<file path="config.mk">
export PLATFORM = sky130hd
export DESIGN_NAME = vector_sweep_ctrl
export DESIGN_NICKNAME = d
export VERILOG_FILES = /design/src/rtl/vector_sweep_pkg.sv /design/src/rtl/settle_timer.sv /design/src/rtl/vector_sweep_ctrl.sv
export SDC_FILE = /design/constraint.sdc
export NUM_CORES = 1
export LEC_CHECK = 0
export BUFFER_PORTS_ARGS = -buffer_cell sky130_fd_sc_hd__buf_2
export CAP_MARGIN = 25
export CELL_PAD_IN_SITES_DETAIL_PLACEMENT = 1
export CELL_PAD_IN_SITES_GLOBAL_PLACEMENT = 1
export CORE_ASPECT_RATIO = 0.6
export CORE_MARGIN = 2
export CORE_UTILIZATION = 25
export DETAILED_ROUTE_END_ITERATION = 16
export PLACE_DENSITY_LB_ADDON = 0.1
export SKIP_LAST_GASP = 1
export SLEW_MARGIN = 10
export SYNTH_ARGS = -nofsm -noshare
export SYNTH_HDL_FRONTEND = slang
export SYNTH_SLANG_ARGS = --single-unit
</file>
<file path="constraint.sdc">
create_clock -name clk -period 4.6 [get_ports clk]
set_input_delay 0 -clock clk [delete_from_list [all_inputs] [get_ports clk]]
set_output_delay 0 -clock clk [all_outputs]
set_load 0.01 [all_outputs]
</file>
<file path="src/rtl/vector_sweep_pkg.sv">
// Shared types, constants and the golden expected-output function for the
// vector sweep controller and its test bench.
package vector_sweep_pkg;

    localparam int NUM_VECTORS = 8;
    localparam int VEC_W       = 3;
    localparam int CNT_W       = 4;

    typedef enum logic [2:0] {
        IDLE   = 3'd0,
        APPLY  = 3'd1,
        SETTLE = 3'd2,
        CHECK  = 3'd3,
        DONE   = 3'd4
    } sweep_state_t;

    // Reference behaviour of the logic block under test: D = A | (B & C)
    function automatic logic exp_d(input logic [VEC_W-1:0] vec);
        return vec[2] | (vec[1] & vec[0]);
    endfunction

endpackage

</file>
<file path="src/rtl/settle_timer.sv">
// Settle countdown: loaded with a cycle count, decrements while enabled and
// raises a single-cycle expire pulse on the last counted cycle.
module settle_timer
    import vector_sweep_pkg::*;
(
    input  logic             clk,
    input  logic             rst,
    input  logic             load,
    input  logic [CNT_W-1:0] load_val,
    input  logic             count_en,
    output logic             expire
);

    logic [CNT_W-1:0] cnt;

    // Countdown register; holds at zero rather than wrapping.
    always_ff @(posedge clk or posedge rst) begin
        if (rst) begin
            cnt <= {CNT_W{1'b0}};
        end else if (load) begin
            cnt <= load_val;
        end else if (count_en && (cnt != {CNT_W{1'b0}})) begin
            cnt <= cnt - {{(CNT_W-1){1'b0}}, 1'b1};
        end else begin
            cnt <= cnt;
        end
    end

    // Expire on the cycle the count reaches one so the caller moves on
    // after exactly load_val counted cycles.
    assign expire = count_en && (cnt == {{(CNT_W-1){1'b0}}, 1'b1});

endmodule

</file>
<file path="src/rtl/vector_sweep_ctrl.sv">
// Exhaustive 3-input vector sweep controller. Applies vectors 0..7 to a logic
// block, waits SETTLE_CYCLES per vector, compares D against the golden
// function and reports a mismatch count and pass flag.
// Optional feature macro: FIRST_FAIL_LOG_EN adds first_fail / first_fail_vld,
// capturing the first failing vector of each sweep.
module vector_sweep_ctrl
    import vector_sweep_pkg::*;
#(
    parameter int unsigned SETTLE_CYCLES = 4
) (
    input  logic             clk,
    input  logic             rst,
    input  logic             start,
    input  logic             d_in,
    output logic             vec_a,
    output logic             vec_b,
    output logic             vec_c,
    output logic [VEC_W-1:0] cur_vec,
    output logic             busy,
    output logic             done,
    output logic             pass,
    output logic [3:0]       err_cnt
`ifdef FIRST_FAIL_LOG_EN
    ,
    output logic [VEC_W-1:0] first_fail,
    output logic             first_fail_vld
`endif
);

    localparam logic [CNT_W-1:0] SETTLE_LOAD = CNT_W'(SETTLE_CYCLES);
    localparam logic [VEC_W-1:0] LAST_VEC    = VEC_W'(NUM_VECTORS - 1);

    sweep_state_t state;
    logic         timer_load;
    logic         timer_en;
    logic         timer_expire;
    logic         mismatch;
    logic         sweep_go;
    logic [3:0]   err_next;

    // Decode timer controls, the D comparison and the restart condition.
    always_comb begin
        timer_load = (state == APPLY);
        timer_en   = (state == SETTLE);
        mismatch   = 1'b0;
        if (state == CHECK) begin
            mismatch = (d_in != exp_d(cur_vec));
        end else begin
            mismatch = 1'b0;
        end
        sweep_go = start && ((state == IDLE) || (state == DONE));
        err_next = err_cnt + {3'b000, mismatch};
    end

    settle_timer u_settle_timer (
        .clk      (clk),
        .rst      (rst),
        .load     (timer_load),
        .load_val (SETTLE_LOAD),
        .count_en (timer_en),
        .expire   (timer_expire)
    );

    // Sweep sequencer with registered status outputs.
    always_ff @(posedge clk or posedge rst) begin
        if (rst) begin
            state   <= IDLE;
            cur_vec <= {VEC_W{1'b0}};
            err_cnt <= 4'd0;
            busy    <= 1'b0;
            done    <= 1'b0;
            pass    <= 1'b0;
        end else begin
            case (state)
                IDLE, DONE: begin
                    if (sweep_go) begin
                        state   <= APPLY;
                        cur_vec <= {VEC_W{1'b0}};
                        err_cnt <= 4'd0;
                        busy    <= 1'b1;
                        done    <= 1'b0;
                        pass    <= 1'b0;
                    end
                end
                APPLY: begin
                    state <= SETTLE;
                end
                SETTLE: begin
                    if (timer_expire) begin
                        state <= CHECK;
                    end
                end
                CHECK: begin
                    err_cnt <= err_next;
                    if (cur_vec == LAST_VEC) begin
                        state <= DONE;
                        busy  <= 1'b0;
                        done  <= 1'b1;
                        pass  <= (err_next == 4'd0);
                    end else begin
                        state   <= APPLY;
                        cur_vec <= cur_vec + {{(VEC_W-1){1'b0}}, 1'b1};
                    end
                end
                default: begin
                    state   <= IDLE;
                    cur_vec <= {VEC_W{1'b0}};
                    err_cnt <= 4'd0;
                    busy    <= 1'b0;
                    done    <= 1'b0;
                    pass    <= 1'b0;
                end
            endcase
        end
    end

    assign vec_a = cur_vec[2];
    assign vec_b = cur_vec[1];
    assign vec_c = cur_vec[0];

`ifdef FIRST_FAIL_LOG_EN
    // Capture the first failing vector of a sweep; cleared on every start.
    always_ff @(posedge clk or posedge rst) begin
        if (rst) begin
            first_fail     <= {VEC_W{1'b0}};
            first_fail_vld <= 1'b0;
        end else if (sweep_go) begin
            first_fail     <= {VEC_W{1'b0}};
            first_fail_vld <= 1'b0;
        end else if (mismatch && !first_fail_vld) begin
            first_fail     <= cur_vec;
            first_fail_vld <= 1'b1;
        end else begin
            first_fail     <= first_fail;
            first_fail_vld <= first_fail_vld;
        end
    end
`endif

endmodule

</file>
Yosys cells after proc, flatten, opt, wreduce, memory -nomap -nowiden
Cells that the tools add are included.
{ "totals": {"reg_bits": 17, "latchBits": 0, "ram_bits": 0, "rom_bits": 0, "inputBits": 4, "out_inout_bits": 13, "wordCells": 58, "mem_count": 0} }
{ "classes": {"addsub": 3, "multipliers": 0, "div": 0, "n_lt_le_gt_ge": 0, "n_eq_ne": 11, "shift": 0, "muxes": 20, "n_bitwise": 3, "reduce_logical": 14} }
{ "ops": {"columns": ["operator", "count"], "rows": [
  ["$mux W3", 5],
  ["$mux W4", 3],
  ["$pmux W3 S4", 1],
  ["$pmux W4 S3", 1],
  ["$pmux W1 S3", 3],
  ["$pmux W3 S3", 1],
  ["$eq A3 B2 Y1 const B", 2],
  ["$eq A3 B3 Y1 const B", 2],
  ["$mux W1", 6],
  ["$ne A2 B2 Y1 const B", 3],
  ["$reduce_and A3 Y1", 2],
  ["$add A4 B1 Y4", 1],
  ["$eq A4 B1 Y1 const B", 1],
  ["$logic_not A4 Y1", 1],
  ["$reduce_and A2 Y1", 2],
  ["$reduce_bool A4 Y1", 1],
  ["$reduce_or A2 Y1", 2],
  ["$sub A4 B1 Y4 const B", 1],
  ["$add A3 B1 Y3 const B", 1],
  ["$eq A3 B1 Y1 const B", 1],
  ["$logic_and A1 B1 Y1", 3],
  ["$logic_not A3 Y1", 1],
  ["$ne A2 B1 Y1 const B", 1],
  ["$reduce_bool A2 Y1", 1],
  ["5 further kinds", 5]
]} }

Depth between registers and ports, before layout
{ "logic_depth": {"depth_word": 8, "depth_mapped": 10, "mapped_depth_nobuf": 10} }

Modules after synthesis
Synthesis repeated with hierarchy kept, for this count alone.
{ "unflattened": {"cells_unflattened": 105, "area_unflattened_um2": 1067.3} }
{ "modules_own_cells": {"columns": ["module", "instances", "cells_per_inst", "area_each_um2", "seq_area_each_um2"], "rows": [
  ["vector_sweep_ctrl", 1, 74, 778.2, 325.3],
  ["settle_timer", 1, 31, 289.0, 100.1]
]} }

Worst setup path after synthesis
OpenSTA, ideal clock, no wires.
{ "synth_path": {"path_kind": "register to register", "from": "register cur_vec[0]", "to": "register pass", "setup_ns": 0.067, "arrival_time_ns": 1.919, "required_ns": 4.533, "path_slack_ns": 2.614, "path_stages_with_launch": 11, "path_buffers": 0, "synth_period_minus_slack_ns": 1.986, "cell_sequence": "dfrtp_1 -> ha_1 -> inv_1 -> ha_1 -> xor2_1 -> nor2_1 -> ha_1 -> ha_1 -> nor2b_1 -> nor4_1 -> a32o_1"} }
{ "synth_via": {"elab_chain_len": 8, "elab_cells_between_ends": 11, "cone_classes": "add/sub (1); eq/ne (3); mux (3); bitwise (2); reduce/logical (2)"} }
{ "synth_lines": {"columns": ["element", "line_no", "rtl"], "rows": [
  ["start: declaration", "vector_sweep_ctrl.sv:18", "output logic [VEC_W-1:0] cur_vec,"],
  ["start signal: assignment", "vector_sweep_ctrl.sv:68", "cur_vec <= {VEC_W{1'b0}};"],
  ["start signal: assignment", "vector_sweep_ctrl.sv:78", "cur_vec <= {VEC_W{1'b0}};"],
  ["start signal: assignment", "vector_sweep_ctrl.sv:102", "cur_vec <= cur_vec + {{(VEC_W-1){1'b0}}, 1'b1};"],
  ["$and A1 B1 Y1", "vector_sweep_pkg.sv:19", "return vec[2] | (vec[1] & vec[0]);"],
  ["$or A1 B1 Y1", "vector_sweep_pkg.sv:19", null],
  ["$ne A1 B1 Y1", "vector_sweep_ctrl.sv:47", "mismatch = (d_in != exp_d(cur_vec));"],
  ["$mux W1", "vector_sweep_ctrl.sv:46", "if (state == CHECK) begin"],
  ["$add A4 B1 Y4", "vector_sweep_ctrl.sv:52", "err_next = err_cnt + {3'b000, mismatch};"],
  ["$logic_not A4 Y1", "vector_sweep_ctrl.sv:99", "pass <= (err_next == 4'd0);"],
  ["$mux W1", "vector_sweep_ctrl.sv:95", "if (cur_vec == LAST_VEC) begin"],
  ["$pmux W1 S3", "vector_sweep_ctrl.sv:74", "case (state)"],
  ["end signal: assignment", "vector_sweep_ctrl.sv:99", null],
  ["end: declaration", "vector_sweep_ctrl.sv:21", "output logic pass,"]
]} }
Several ways; a longest one is shown, not always the timed one. The select of a mux whose other input is x is not followed.
A chain may end at the register's enable or synchronous reset.

Final worst setup path
{ "layout_path": {"from": "register cur_vec[1]", "to": "register pass"} }
The elaborated chain is that of the path after synthesis.

==> metrics.cfg <==
[status]
status = completed

[logic_synthesis]
synth_top_area_share_pct = 40.5
synthArstFlopShare_pct = 100
synthMuxAreaShare_pct = 3.81
synth_cell_types = 39
syn-cell-area_um2 = 1050
synth_compound_area_share_pct = 15.7
syn_avg_cell_area_um2 = 11.1
ys_warn_count = 0
synth_area_leader_cell = dfrtp_1
synthTopCellsByArea = dfrtp_1, ha_1, a22o_1
ys.flop_type = dfrtp_1
ys_seq_elements = 17
seq_area_frac_synth_pct = 40.5
synth.most_common_cell = dfrtp_1
syn_inst = 95
synth_edf_count = 0
synth_xor_area_share_pct = 3.22
synth-adder-area-share_pct = 9.54
synthSimpleGateAreaFrac_pct = 19.2
synth_top_family_by_area = simple AND/OR/NAND/NOR gates
syn-num-nets = 107
synthTopCellsByCount = dfrtp_1, ha_1, inv_1, nor2_1, a22o_1

[cts]
cts_setup_buffers = 0
clkLatencyLatePin_ps = 250
postCtsHoldBufs = 2
cts_buffers = 3
clk_path_buf_depth = 2
clk_pin_slew_ps = 70
cts_tree = done
root_buffer = clkbuf_8
cts_resized = 0
htree_levels = 1
clock-sinks = 17

[setup_path]
crit_type = register to register
ff2ff_setup_slack_ps = 2510
required_ps = 4790
crit_path_start_kind = register
critPathMaxFanout = 4
r2r_cells = 10
r2r-start = cur_vec[1]
worstPathArrival_ps = 2280
timing.rr.end = pass
endpoint_kind = register

[hold_path]
holdCritPathClass = input pin to register
hold-path-cell-count = 5
hp-start = d_in
whs_endpoint = err_cnt[0]

[routing]
totalWireLength_um = 2280
drtAntennaViolNets = 0
wl_per_cell_um = 13.4
drt_iter0_drc = 32
vias = 746
drc = 0
first_pass_iters = 3
viasPerCell = 4.39

[job]
drv_cap = 0

[die]
die_area_um2 = 4750
rows = 18
die_height_um = 54.2
ios = 17
placeableCoreArea_um2 = 4080
die_x_um = 87.7
start_util_pct = 25.8

[sta]
finalMaxSlewViolations = 0
tightest_slew_ps = 695
rsz0062_at_grt = no
layout_min_cycle_time_ps = 2090
whs_ps = 300
fmax_mhz = 478
fin_worst_skew_ps = 0.963
finalHoldViolCount = 0
fin_setup_tns_ps = 0
maxSlewHeadroom_pct = 53.6
period_share_pct = 45.5
setup_violations = 0

[pwr]
p_leak_uw = 0.000592
powerDensity_nw_per_um2 = 558
vdd_drop_max_uv = 161

[global_routing]
antenna_found_initial = 0
grt_usage_pct = 11.2
grt-ovfl-total = 0
first_global_vias = 766
grt_max_degree = 18
grt_pass1_wl_um = 3870

[finish]
fillers = 467
area_growth_pct = 15.5
diodes = 0
seq_area_um2 = 425
layout-drive-gt1-share_pct = 25.5
multi_input_area_um2 = 541
nets = 123
final_core_util_pct = 29.7

[place]
dp_hpwl_um = 1760
routabilityCongestion = 0.693
port_buffers = 16

-- per-stage QoR --
stage / total power [uW] / instances / cell area (um2) / setup slack (ps)
floorplan: 505 / 95 / 1050 / 2610
global placement: 564 / 164 / 1150 / 2540
detailed placement: 574 / 164 / 1150 / 2480
CTS: 691 / 170 / 1210 / 2470
global route: 750 / 170 / 1210 / 2330
finish: 677 / 170 / 1210 / 2510
-- worst max-delay path, cell delays in order (launching register included) --
cell     delay [ps]
dfrtp_1         420
ha_1            230
inv_1            60
ha_1            150
xor2_1          130
nor2_1           60
ha_1            190
ha_1            210
nor2b_1         150
nor4_1          220
a32o_1          200
-- metal layers --
layer | global-route usage, % | up-vias | wire (um)
li1 | - | 370 | -
met1 | 16.2 | 362 | 1280
met2 | 15.7 | 12 | 896
met3 | 4.14 | 2 | 96
met4 | 2.31 | 0 | 8
met5 | 0 | - | 0
-- cell families (layout without fill, tap and decap cells) --
| logic type | after synthesis | after routing |
|---|---|---|
| mux | 3 | 3 |
| simple gates | 28 | 28 |
| compound gates | 22 | 22 |
| buf+inv | 14 | 29 |
| fa+ha+maj | 8 | 8 |
| xor+xnor | 3 | 3 |
| flops | 17 | 17 |
-- state kept, by name, indices dropped and copies added, names as in the netlist --
signal and cells:
u_settle_timer.cnt 4, pass 1, state 3, done 1
cur_vec 3, busy 1, err_cnt 4
-- how the worst max path moves through the flow --
stage / from / endpoint / slack [ps] / cells after the start
2_1_floorplan: cur_vec[0] / pass / 2610 / 10
3_3_place_gp: cur_vec[1] / pass / 2540 / 10
3_5_place_dp: cur_vec[1] / pass / 2480 / 10
4_1_cts: cur_vec[1] / pass / 2470 / 10
5_1_grt: cur_vec[0] / pass / 2330 / 10
6_report: cur_vec[1] / pass / 2510 / 10
-- final cells by class --
cell class | instances | area share, %
multi-input cells | 64 | 44.6
flip-flops and latches | 17 | 35.1
repair buffers | 18 | 8.26
well taps | 60 | 6.19
clock buffers | 4 | 3.72
inverters | 7 | 2.17
-- layout by cell type (no fill, tap or decap), types with 2 or more instances in the layout --
| master | Yosys | routed |
|---|---|---|
| dfrtp_1 | 17 | 17 |
| inv_1 | 7 | 7 |
| a21oi_1 | 4 | 4 |
| nand2_1 | 2 | 2 |
| nand3_1 | 3 | 3 |
| buf_2 | 1 | 16 |
| nor2b_1 | 4 | 4 |
| ha_1 | 8 | 8 |
| nor2_1 | 6 | 6 |
| dlygate4sd3_1 | 0 | 2 |
| mux2_4 | 2 | 2 |
| clkbuf_8 | 0 | 3 |
| a22o_1 | 5 | 5 |
| o21ai_0 | 4 | 4 |
| xor2_1 | 2 | 2 |
-- report_power, final --
group	internal (uW)	switching (uW)
Combinational	146	162
Sequential	188	68.1
Clock	61.4	50.9
Total	395	281
Power figures use the tool's default switching activity.
